[src/rtl/riscv_pipe_cpu.sv]
// 5-stage RV32I-subset core (IF/ID/EX/MEM/WB): EX forwarding, load-use stall, EX branch flush.
// Define CPU_HAZARD_STATS_EN to add the stall_cnt / flush_cnt hazard counters.

module riscv_pipe_rf (
  input  logic        clk,
  input  logic        we,
  input  logic [4:0]  wa,
  input  logic [31:0] wd,
  input  logic [4:0]  ra1,
  input  logic [4:0]  ra2,
  output logic [31:0] rdata1,
  output logic [31:0] rdata2
);
  logic [31:0] regs [32];

  always_ff @(posedge clk) begin
    if (we && wa != 5'd0) regs[wa] <= wd;
  end

  // Write-first: ID sees the value retiring from WB in the same cycle
  always_comb begin
    rdata1 = (ra1 == 5'd0) ? 32'h0 : (we && wa == ra1) ? wd : regs[ra1];
    rdata2 = (ra2 == 5'd0) ? 32'h0 : (we && wa == ra2) ? wd : regs[ra2];
  end
endmodule

module riscv_pipe_cpu #(
  parameter logic [31:0] RESET_PC = 32'h0
) (
  input  logic        clk,
  input  logic        rst,
  input  logic [31:0] instr,
  input  logic [31:0] d_rd,
  output logic [31:0] d_addr,
  output logic        d_we,
  output logic [31:0] d_wd,
  output logic [1:0]  d_dt,
  output logic [31:0] pc
`ifdef CPU_HAZARD_STATS_EN
  ,
  output logic [31:0] stall_cnt,
  output logic [31:0] flush_cnt
`endif
);
  localparam logic [3:0] A_ADD = 4'd0, A_SUB = 4'd1, A_AND = 4'd2, A_OR  = 4'd3,
                         A_XOR = 4'd4, A_SLT = 4'd5, A_SLTU = 4'd6, A_SLL = 4'd7,
                         A_SRL = 4'd8, A_SRA = 4'd9, A_LUI = 4'd10;

  typedef struct packed {
    logic        rw, mr, mw, beq, bne, jal, use_imm;
    logic [3:0]  op;
    logic [4:0]  rd, rs1, rs2;
    logic [31:0] imm, pc, r1, r2;
  } idex_t;

  typedef struct packed {
    logic        rw, mr, mw;
    logic [4:0]  rd;
    logic [31:0] res, wd;
  } exmem_t;

  typedef struct packed {
    logic        rw;
    logic [4:0]  rd;
    logic [31:0] res;
  } memwb_t;

  logic [31:0] pc_q, pc_d;
  logic        ifid_vld_q, ifid_vld_d;
  logic [31:0] ifid_ins_q, ifid_ins_d, ifid_pc_q, ifid_pc_d;
  idex_t       idex_q, idex_d, dec;
  exmem_t      exmem_q, exmem_d;
  memwb_t      memwb_q, memwb_d;

  logic [31:0] rf_r1, rf_r2;
  logic        rf_we;
  logic        use1, use2, load_use, taken;
  logic [31:0] src_a, src_b, alu_b, alu_y, target;

  assign rf_we = memwb_q.rw && memwb_q.rd != 5'd0;

  riscv_pipe_rf rf (
    .clk(clk), .we(rf_we), .wa(memwb_q.rd), .wd(memwb_q.res),
    .ra1(ifid_ins_q[19:15]), .ra2(ifid_ins_q[24:20]),
    .rdata1(rf_r1), .rdata2(rf_r2)
  );

  // ID: decode into ID/EX control; unsupported encodings leave everything cleared
  always_comb begin
    logic [31:0] i;
    i = ifid_ins_q;
    dec = '0;
    use1 = 1'b0;
    use2 = 1'b0;
    dec.pc = ifid_pc_q;
    dec.rd = i[11:7];
    dec.rs1 = i[19:15];
    dec.rs2 = i[24:20];
    dec.r1 = rf_r1;
    dec.r2 = rf_r2;
    if (ifid_vld_q) begin
      case (i[6:0])
        7'h33: begin
          dec.rw = 1'b1; use1 = 1'b1; use2 = 1'b1;
          case ({i[31:25], i[14:12]})
            10'h000: dec.op = A_ADD;
            10'h001: dec.op = A_SLL;
            10'h002: dec.op = A_SLT;
            10'h003: dec.op = A_SLTU;
            10'h004: dec.op = A_XOR;
            10'h005: dec.op = A_SRL;
            10'h006: dec.op = A_OR;
            10'h007: dec.op = A_AND;
            10'h100: dec.op = A_SUB;
            10'h105: dec.op = A_SRA;
            default: begin dec.rw = 1'b0; use1 = 1'b0; use2 = 1'b0; end
          endcase
        end
        7'h13: begin
          dec.rw = 1'b1; use1 = 1'b1; dec.use_imm = 1'b1;
          dec.imm = {{20{i[31]}}, i[31:20]};
          case (i[14:12])
            3'd0: dec.op = A_ADD;
            3'd2: dec.op = A_SLT;
            3'd4: dec.op = A_XOR;
            3'd6: dec.op = A_OR;
            3'd7: dec.op = A_AND;
            default: begin dec.rw = 1'b0; use1 = 1'b0; end
          endcase
        end
        7'h03: if (i[14:12] == 3'd2) begin
          dec.rw = 1'b1; dec.mr = 1'b1; use1 = 1'b1; dec.use_imm = 1'b1;
          dec.imm = {{20{i[31]}}, i[31:20]};
        end
        7'h23: if (i[14:12] == 3'd2) begin
          dec.mw = 1'b1; use1 = 1'b1; use2 = 1'b1; dec.use_imm = 1'b1;
          dec.imm = {{20{i[31]}}, i[31:25], i[11:7]};
        end
        7'h37: begin
          dec.rw = 1'b1; dec.use_imm = 1'b1; dec.op = A_LUI;
          dec.imm = {i[31:12], 12'h0};
        end
        7'h63: if (i[14:13] == 2'd0) begin
          dec.beq = ~i[12]; dec.bne = i[12]; use1 = 1'b1; use2 = 1'b1;
          dec.imm = {{19{i[31]}}, i[31], i[7], i[30:25], i[11:8], 1'b0};
        end
        7'h6f: begin
          dec.rw = 1'b1; dec.jal = 1'b1;
          dec.imm = {{11{i[31]}}, i[31], i[19:12], i[20], i[30:21], 1'b0};
        end
        default: ;
      endcase
    end
  end

  assign load_use = idex_q.mr && idex_q.rd != 5'd0 &&
                    ((use1 && dec.rs1 == idex_q.rd) || (use2 && dec.rs2 == idex_q.rd));

  // EX: operand forwarding, MEM result has priority over WB
  always_comb begin
    if (exmem_q.rw && exmem_q.rd != 5'd0 && exmem_q.rd == idex_q.rs1) src_a = exmem_q.res;
    else if (memwb_q.rw && memwb_q.rd != 5'd0 && memwb_q.rd == idex_q.rs1) src_a = memwb_q.res;
    else src_a = idex_q.r1;
    if (exmem_q.rw && exmem_q.rd != 5'd0 && exmem_q.rd == idex_q.rs2) src_b = exmem_q.res;
    else if (memwb_q.rw && memwb_q.rd != 5'd0 && memwb_q.rd == idex_q.rs2) src_b = memwb_q.res;
    else src_b = idex_q.r2;
    alu_b = idex_q.use_imm ? idex_q.imm : src_b;
    case (idex_q.op)
      A_SUB:   alu_y = src_a - alu_b;
      A_AND:   alu_y = src_a & alu_b;
      A_OR:    alu_y = src_a | alu_b;
      A_XOR:   alu_y = src_a ^ alu_b;
      A_SLT:   alu_y = {31'h0, $signed(src_a) < $signed(alu_b)};
      A_SLTU:  alu_y = {31'h0, src_a < alu_b};
      A_SLL:   alu_y = src_a << alu_b[4:0];
      A_SRL:   alu_y = src_a >> alu_b[4:0];
      A_SRA:   alu_y = $unsigned($signed(src_a) >>> alu_b[4:0]);
      A_LUI:   alu_y = alu_b;
      default: alu_y = src_a + alu_b;
    endcase
    taken = idex_q.jal || (idex_q.beq && src_a == src_b) || (idex_q.bne && src_a != src_b);
    target = idex_q.pc + idex_q.imm;
  end

  // Next-state: a taken branch flushes IF/ID and ID/EX and overrides any stall
  always_comb begin
    pc_d = pc_q + 32'd4;
    ifid_vld_d = 1'b1;
    ifid_ins_d = instr;
    ifid_pc_d = pc_q;
    idex_d = dec;
    if (taken) begin
      pc_d = target;
      ifid_vld_d = 1'b0;
      ifid_ins_d = '0;
      ifid_pc_d = '0;
      idex_d = '0;
    end else if (load_use) begin
      pc_d = pc_q;
      ifid_vld_d = ifid_vld_q;
      ifid_ins_d = ifid_ins_q;
      ifid_pc_d = ifid_pc_q;
      idex_d = '0;
    end
    exmem_d.rw = idex_q.rw;
    exmem_d.mr = idex_q.mr;
    exmem_d.mw = idex_q.mw;
    exmem_d.rd = idex_q.rd;
    exmem_d.res = idex_q.jal ? idex_q.pc + 32'd4 : alu_y;
    exmem_d.wd = src_b;
    memwb_d.rw = exmem_q.rw;
    memwb_d.rd = exmem_q.rd;
    memwb_d.res = exmem_q.mr ? d_rd : exmem_q.res;
  end

  always_ff @(posedge clk or negedge rst) begin
    if (!rst) begin
      pc_q       <= RESET_PC;
      ifid_vld_q <= 1'b0;
      ifid_ins_q <= '0;
      ifid_pc_q  <= '0;
      idex_q     <= '0;
      exmem_q    <= '0;
      memwb_q    <= '0;
    end else begin
      pc_q       <= pc_d;
      ifid_vld_q <= ifid_vld_d;
      ifid_ins_q <= ifid_ins_d;
      ifid_pc_q  <= ifid_pc_d;
      idex_q     <= idex_d;
      exmem_q    <= exmem_d;
      memwb_q    <= memwb_d;
    end
  end

  assign pc     = pc_q;
  assign d_addr = exmem_q.res;
  assign d_we   = exmem_q.mw;
  assign d_wd   = exmem_q.wd;
  assign d_dt   = 2'd2;

`ifdef CPU_HAZARD_STATS_EN
  logic [31:0] stall_cnt_q, stall_cnt_d, flush_cnt_q, flush_cnt_d;

  always_comb begin
    stall_cnt_d = stall_cnt_q;
    flush_cnt_d = flush_cnt_q;
    if (load_use && !taken && stall_cnt_q != 32'hFFFF_FFFF) stall_cnt_d = stall_cnt_q + 32'd1;
    if (taken && flush_cnt_q != 32'hFFFF_FFFF) flush_cnt_d = flush_cnt_q + 32'd1;
  end

  always_ff @(posedge clk or negedge rst) begin
    if (!rst) begin
      stall_cnt_q <= '0;
      flush_cnt_q <= '0;
    end else begin
      stall_cnt_q <= stall_cnt_d;
      flush_cnt_q <= flush_cnt_d;
    end
  end

  assign stall_cnt = stall_cnt_q;
  assign flush_cnt = flush_cnt_q;
`endif
endmodule

[config.mk]
export PLATFORM = sky130hd
export DESIGN_NAME = riscv_pipe_cpu
export DESIGN_NICKNAME = d
export VERILOG_FILES = /design/src/rtl/riscv_pipe_cpu.sv
export SDC_FILE = /design/constraint.sdc
export NUM_CORES = 2
export LEC_CHECK = 0
export BUFFER_PORTS_ARGS = -buffer_cell sky130_fd_sc_hd__buf_4
export CORE_MARGIN = 4
export CORE_UTILIZATION = 50
export DETAILED_ROUTE_END_ITERATION = 8
export PLACE_DENSITY = 0.66
export SLEW_MARGIN = 25
export SYNTH_ARGS = -nofsm -noshare
export SYNTH_HDL_FRONTEND = slang
export SYNTH_SLANG_ARGS = --single-unit
[constraint.sdc]
create_clock -name clk -period 10.6 [get_ports clk]
set_clock_uncertainty 0.15 [all_clocks]
set_input_delay 0.53 -clock clk [delete_from_list [all_inputs] [get_ports clk]]
set_output_delay 0.53 -clock clk [all_outputs]
set_load 0.01 [all_outputs]
# After elaboration in Yosys (flattened, before gate mapping)
# Memory sizes are Yosys's and may differ from the RTL's.
# Index checks and enable logic that the tools add are counted.
# totals
register_bits,361
ram_bits,1024
output_inout_bits,99
in_bits,66
mem_count,1
# memory_table
name,depth,word_bits,rd,rd_ports_with_merged_regs,write_ports,line,source
rf.regs,32,32,2,0,1,14,logic [31:0] regs [32];
# classes
muxes,49
bitwise_logic,4
magnitude_cmp,2
reduce_logical,31
shift,3
n_eq_ne,41
n_addsub,5
# op_table
op,count
$mux W32,21
$pmux W32 S10,1
$mux W154,2
$pmux W32 S6,1
$add A32 B3 Y32 const B,2
$add A32 B32 Y32,2
$lt A32 B32 Y1,2
$eq A10 B3 Y1 const B,4
$eq A5 B5 Y1,8
$pmux W4 S9,1
$and A32 B32 Y32,1
$eq A32 B32 Y1,1
$ne A32 B32 Y1,1
$or A32 B32 Y32,1
$shl A32 B5 Y32,1
$shr A32 B5 Y32,1
$sshr A32 B5 Y32,1
$sub A32 B32 Y32,1
$xor A32 B32 Y32,1
$eq A7 B6 Y1 const B,3
$eq A10 B2 Y1 const B,2
$eq A10 B9 Y1 const B,2
$eq A4 B3 Y1 const B,4
$logic_and A1 B1 Y1,15
28 further kinds,56

# Depth between registers and ports, before layout
# depth
word_depth,10
mapped_depth,27

# Cells and area by module
# From an unflattened synthesis, not the netlist that was laid out.
# hier_totals
cells_unflattened,5969
hier_area_um2,76065.5
# by_module_without_submodules
mod,area_each_um2,cells_per_inst,instances
riscv_pipe_rf,47754.6,2551,1
riscv_pipe_cpu,28310.9,3418,1

# Worst setup path before layout
# OpenSTA, ideal clock, no wires.
# synth_timing
kind,register to register
startpoint,register exmem_q[65] (netlist name)
endpoint,register exmem_q (netlist bit d_addr[28])
setup_time_ns,0.119
path_slack_ns,4.605
required_time_ns,10.331
synth_period_minus_slack_ns,5.995
path_buffers,8
arrival_ns,5.726
stages_incl_launch_ff,27
path_cell_list,dfrtp_1 > or4_4 > o211ai_4 > or2_1 > buf_4 > buf_2 > a311oi_1 > a21oi_1 > buf_2 > buf_2 > buf_2 > buf_2 > buf_2 > ha_1 > clkbuf_1 > nor2b_1 > o21ai_0 > a21oi_1 > o21ai_0 > a21oi_1 > a311o_1 > a22o_1 > a221o_1 > a21oi_1 > o21ai_0 > a31o_2 > and2_1
# synth_rtl
element,line,source
"start, declared",72,"exmem_t exmem_q, exmem_d;"
"start signal, assigned",231,exmem_q <= exmem_d;

==> flow_metrics.py <==
metrics = {
    "final_layout": {
        "fin_util_pct": 56.6,
        "fin_cells": 7795,
        "layout_common_cells": "edfxtp_1 (1024), mux4_2 (614), nor2_1 (468), a21oi_1 (355), buf_4 (340)",
        "fill_cells": 11900,
        "flow.area_growth_from_synthesis_pct": 12.2,
        "final_common_cell": "edfxtp_1",
        "nets": 5856,
        "layout-drive-gt1-share_pct": 23.5,
    },
    "synthesis": {
        "avgSynthCellArea_sq_um": 13.7,
        "synthArstFlopShare_pct": 26.1,
        "synth-edff-count": 1024,
        "synth_seq_cells": 1385,
        "netlist_top_cells_area": "edfxtp_1 (41%), mux4_2 (18%), dfrtp_1 (12%)",
        "ys_seq_area_share_pct": 52.6,
        "ys_types": 99,
        "synth_area_sq_mm": 0.0757,
        "postSynthCellCount": 5536,
        "synth_top_flop_cell": "edfxtp_1",
        "yosysWarningCount": 0,
        "yosysTopAreaCellShare_pct": 40.6,
        "synth_top_area_cell": "edfxtp_1",
    },
    "routing": {
        "wire_per_inst_um": 36.5,
        "dr.pass1.iters": 6,
        "route.detailed.drc": 0,
        "wirelength_mm": 285,
        "vias": 54300,
        "drt-initial-drc-count": 7639,
        "ant_nets": 0,
        "viasPerCell": 6.97,
    },
    "setup_path": {
        "critPathKind": "flip-flop to flip-flop",
        "end_kind": "flip-flop",
        "start_kind": "flip-flop",
        "reg2regPathDepth": 19,
        "cp_max_fo": 29,
        "regToRegSetupSlack_ns": 2.76,
        "cp.required_ns": 11.13,
        "slowest_stage": "o311ai_0",
        "crit_chain": "xor2_1 > or4b_4 > nor2_4 > buf_4 > mux2i_1 > a21oi_1 > mux2i_1 > inv_1 > ha_1 > a211o_1 > o311ai_0 > nand3_1 > a221o_1 > a211oi_1 > nor2_1 > and3b_1 > o41ai_1 > nand4_1 > o2bb2ai_1",
        "path_common_cell": "mux2i_1",
        "cp_data_arrival_time_ns": 8.37,
        "slowest_delay_ns": 0.83,
    },
    "clocking": {
        "postCtsSetupBuffers": 0,
        "clk_latency_ns": 0.80,
        "cts_tree": "done",
        "cts_buffers": 149,
        "clockBufferDepth": 3,
        "ctsHoldBuffers": 63,
        "clkSinkCount": 1385,
        "htreeDepth": 4,
        "clk_pin_slew_worst_paths_ns": 0.07,
        "cts-root-buf": "clkbuf_16",
        "ctsResizeCount": 0,
    },
    "floorplanning": {
        "die_h_um": 397,
        "fp.dieW_um": 397,
        "dieArea_sq_mm": 0.158,
        "initial_utilization_pct": 50.4,
        "ios": 165,
        "core.rowCount": 142,
        "placeableCoreArea_sq_mm": 0.150,
    },
    "grt": {
        "grt_remaining_overflow": 0,
        "grt_pass1_vias": 52900,
        "grtUsageTotal_pct": 35.8,
        "grt_pass1_wl_mm": 400,
        "antenna_found_initial": 12,
        "grt_start_max_net_pins": 169,
    },
    "timing": {
        "timing.final.max_slew_violations": 0,
        "max_freq_mhz": 128,
        "tightest_slew_ns": 1.21,
        "rsz0062_at_grt": "false",
        "min_period_over_period_pct": 74.0,
        "slew_headroom_pct": 18.8,
        "fin_tns_setup_ns": 0,
        "hold_viol_final": 0,
        "setup_viol": 0,
        "layout_min_cycle_time_ns": 7.84,
        "final.setup.worst_slack_ns": 2.76,
    },
    "power": {
        "total_leakage_power_uw": 0.0308,
        "peakVddDrop_mv": 0.158,
        "power-per-cell-area_mw_per_mm2": 194,
    },
    "placed_design": {
        "place_congestion": 1.09,
        "detailedPlace.worstSlack_ns": 2.98,
        "post-dp-hpwl_mm": 186,
        "dp.cells": 7458,
        "io_buffer_count": 162,
    },
    "worst_hold_path": {
        "hp-class": "primary input to async pin",
    },
    "run": {
        "maxCapViolations": 0,
    },
    "run_status": {
        "status": "finished, final reports clean",
    },
}
[worst paths after layout]
path                             startpoint        endpoint
worst min register to register  exmem_d[69]            d_we
worst min-delay path                    rst       d_addr[6]
max in group asynchronous               rst  ifid_ins_q[19]
worst max-delay path            memwb_q[36]      d_addr[31]
worst max register to register  memwb_q[36]      d_addr[31]
min in group clk                   d_rd[19]     memwb_q[19]
[layer usage]
metal	routed length (um)	part of all wire, %	track usage [%]
met5	58	0.020	0
met4	19300	6.8	20.0
met3	27900	9.8	7.47
met2	132000	46	55.9
met1	106000	37	47.2
[worst max-delay path, delay by kind of cell (launching register included)]
kind            cells  cell delay, ns
buf+inv             2            0.59
flops               1            0.70
mux                 2            1.15
fa+ha+maj           1            0.45
compound gates      7            2.89
simple gates        6            1.60
xor+xnor            1            0.19
[synthesized netlist by cell type (all sizes together), types with 45 or more instances]
library cell / number
nor3: 60
a221oi: 47
edfxtp: 1024
and3: 85
xnor2: 118
o21ai: 197
xor2: 62
dfrtp: 361
mux2: 57
mux4: 614
inv: 113
clkbuf: 260
nand3: 118
buf: 212
ha: 130
nor2: 509
a21oi: 358
a31oi: 45
mux2i: 267
a211oi: 71
nand2: 240
[sequential cells by signal (all words and copies together), names as in the netlist]
signal and count:
ifid_ins_q 32, d_we 1, idex_q 146, ifid_vld_q 1, d_addr 32, memwb_q 38
rf.regs 1024, ifid_pc_q 32, exmem_d 8, exmem_q 7, d_wd 32, pc 32
[where the power goes]
group	total [uW]	internal, uW	switching (uW)
Clock	5220	2950	2270
Combinational	3900	1360	2550
Sequential	7380	6690	691
[final cells by class]
class                   count  area [sq um]  area share [%]
flip-flops and latches   1385         39800            46.9
multi-input cells        3598         33900            39.9
well taps                2016          2520            2.97
clock inverters            67           754           0.889
diodes                      1          2.50         0.00295
repair buffers            411          3340            3.93
inverters                 113           424           0.500
clock buffers             204          4140            4.88
[stage by stage]
stage               hold slack [ns]  total power (uW)  cell area [sq um]
finish                        0.152             16500              84900
detailed placement            0.211             11200              79300
CTS                          0.0854             16500              84900
global placement              0.212             11200              79300
floorplan                    0.0844              9420              75800
global route                  0.140             17000              84900
[kinds of logic (layout without fill, tap and decap cells)]
group / count (synthesis) / after routing / synth area share, %
flip-flops: 1385 / 1385 / 52.6
AND/OR/NAND/NOR: 1209 / 1209 / 7.40
AO/OA/AOI/OAI: 1105 / 1105 / 9.69
multiplexers: 938 / 938 / 22.7
buffers and inverters: 585 / 795 / 3.38
XOR/XNOR: 180 / 180 / 2.08
adder cells (fa/ha/maj): 132 / 132 / 2.20
other: 2 / 35 / 0.00993
Power figures use the tool's default switching activity.
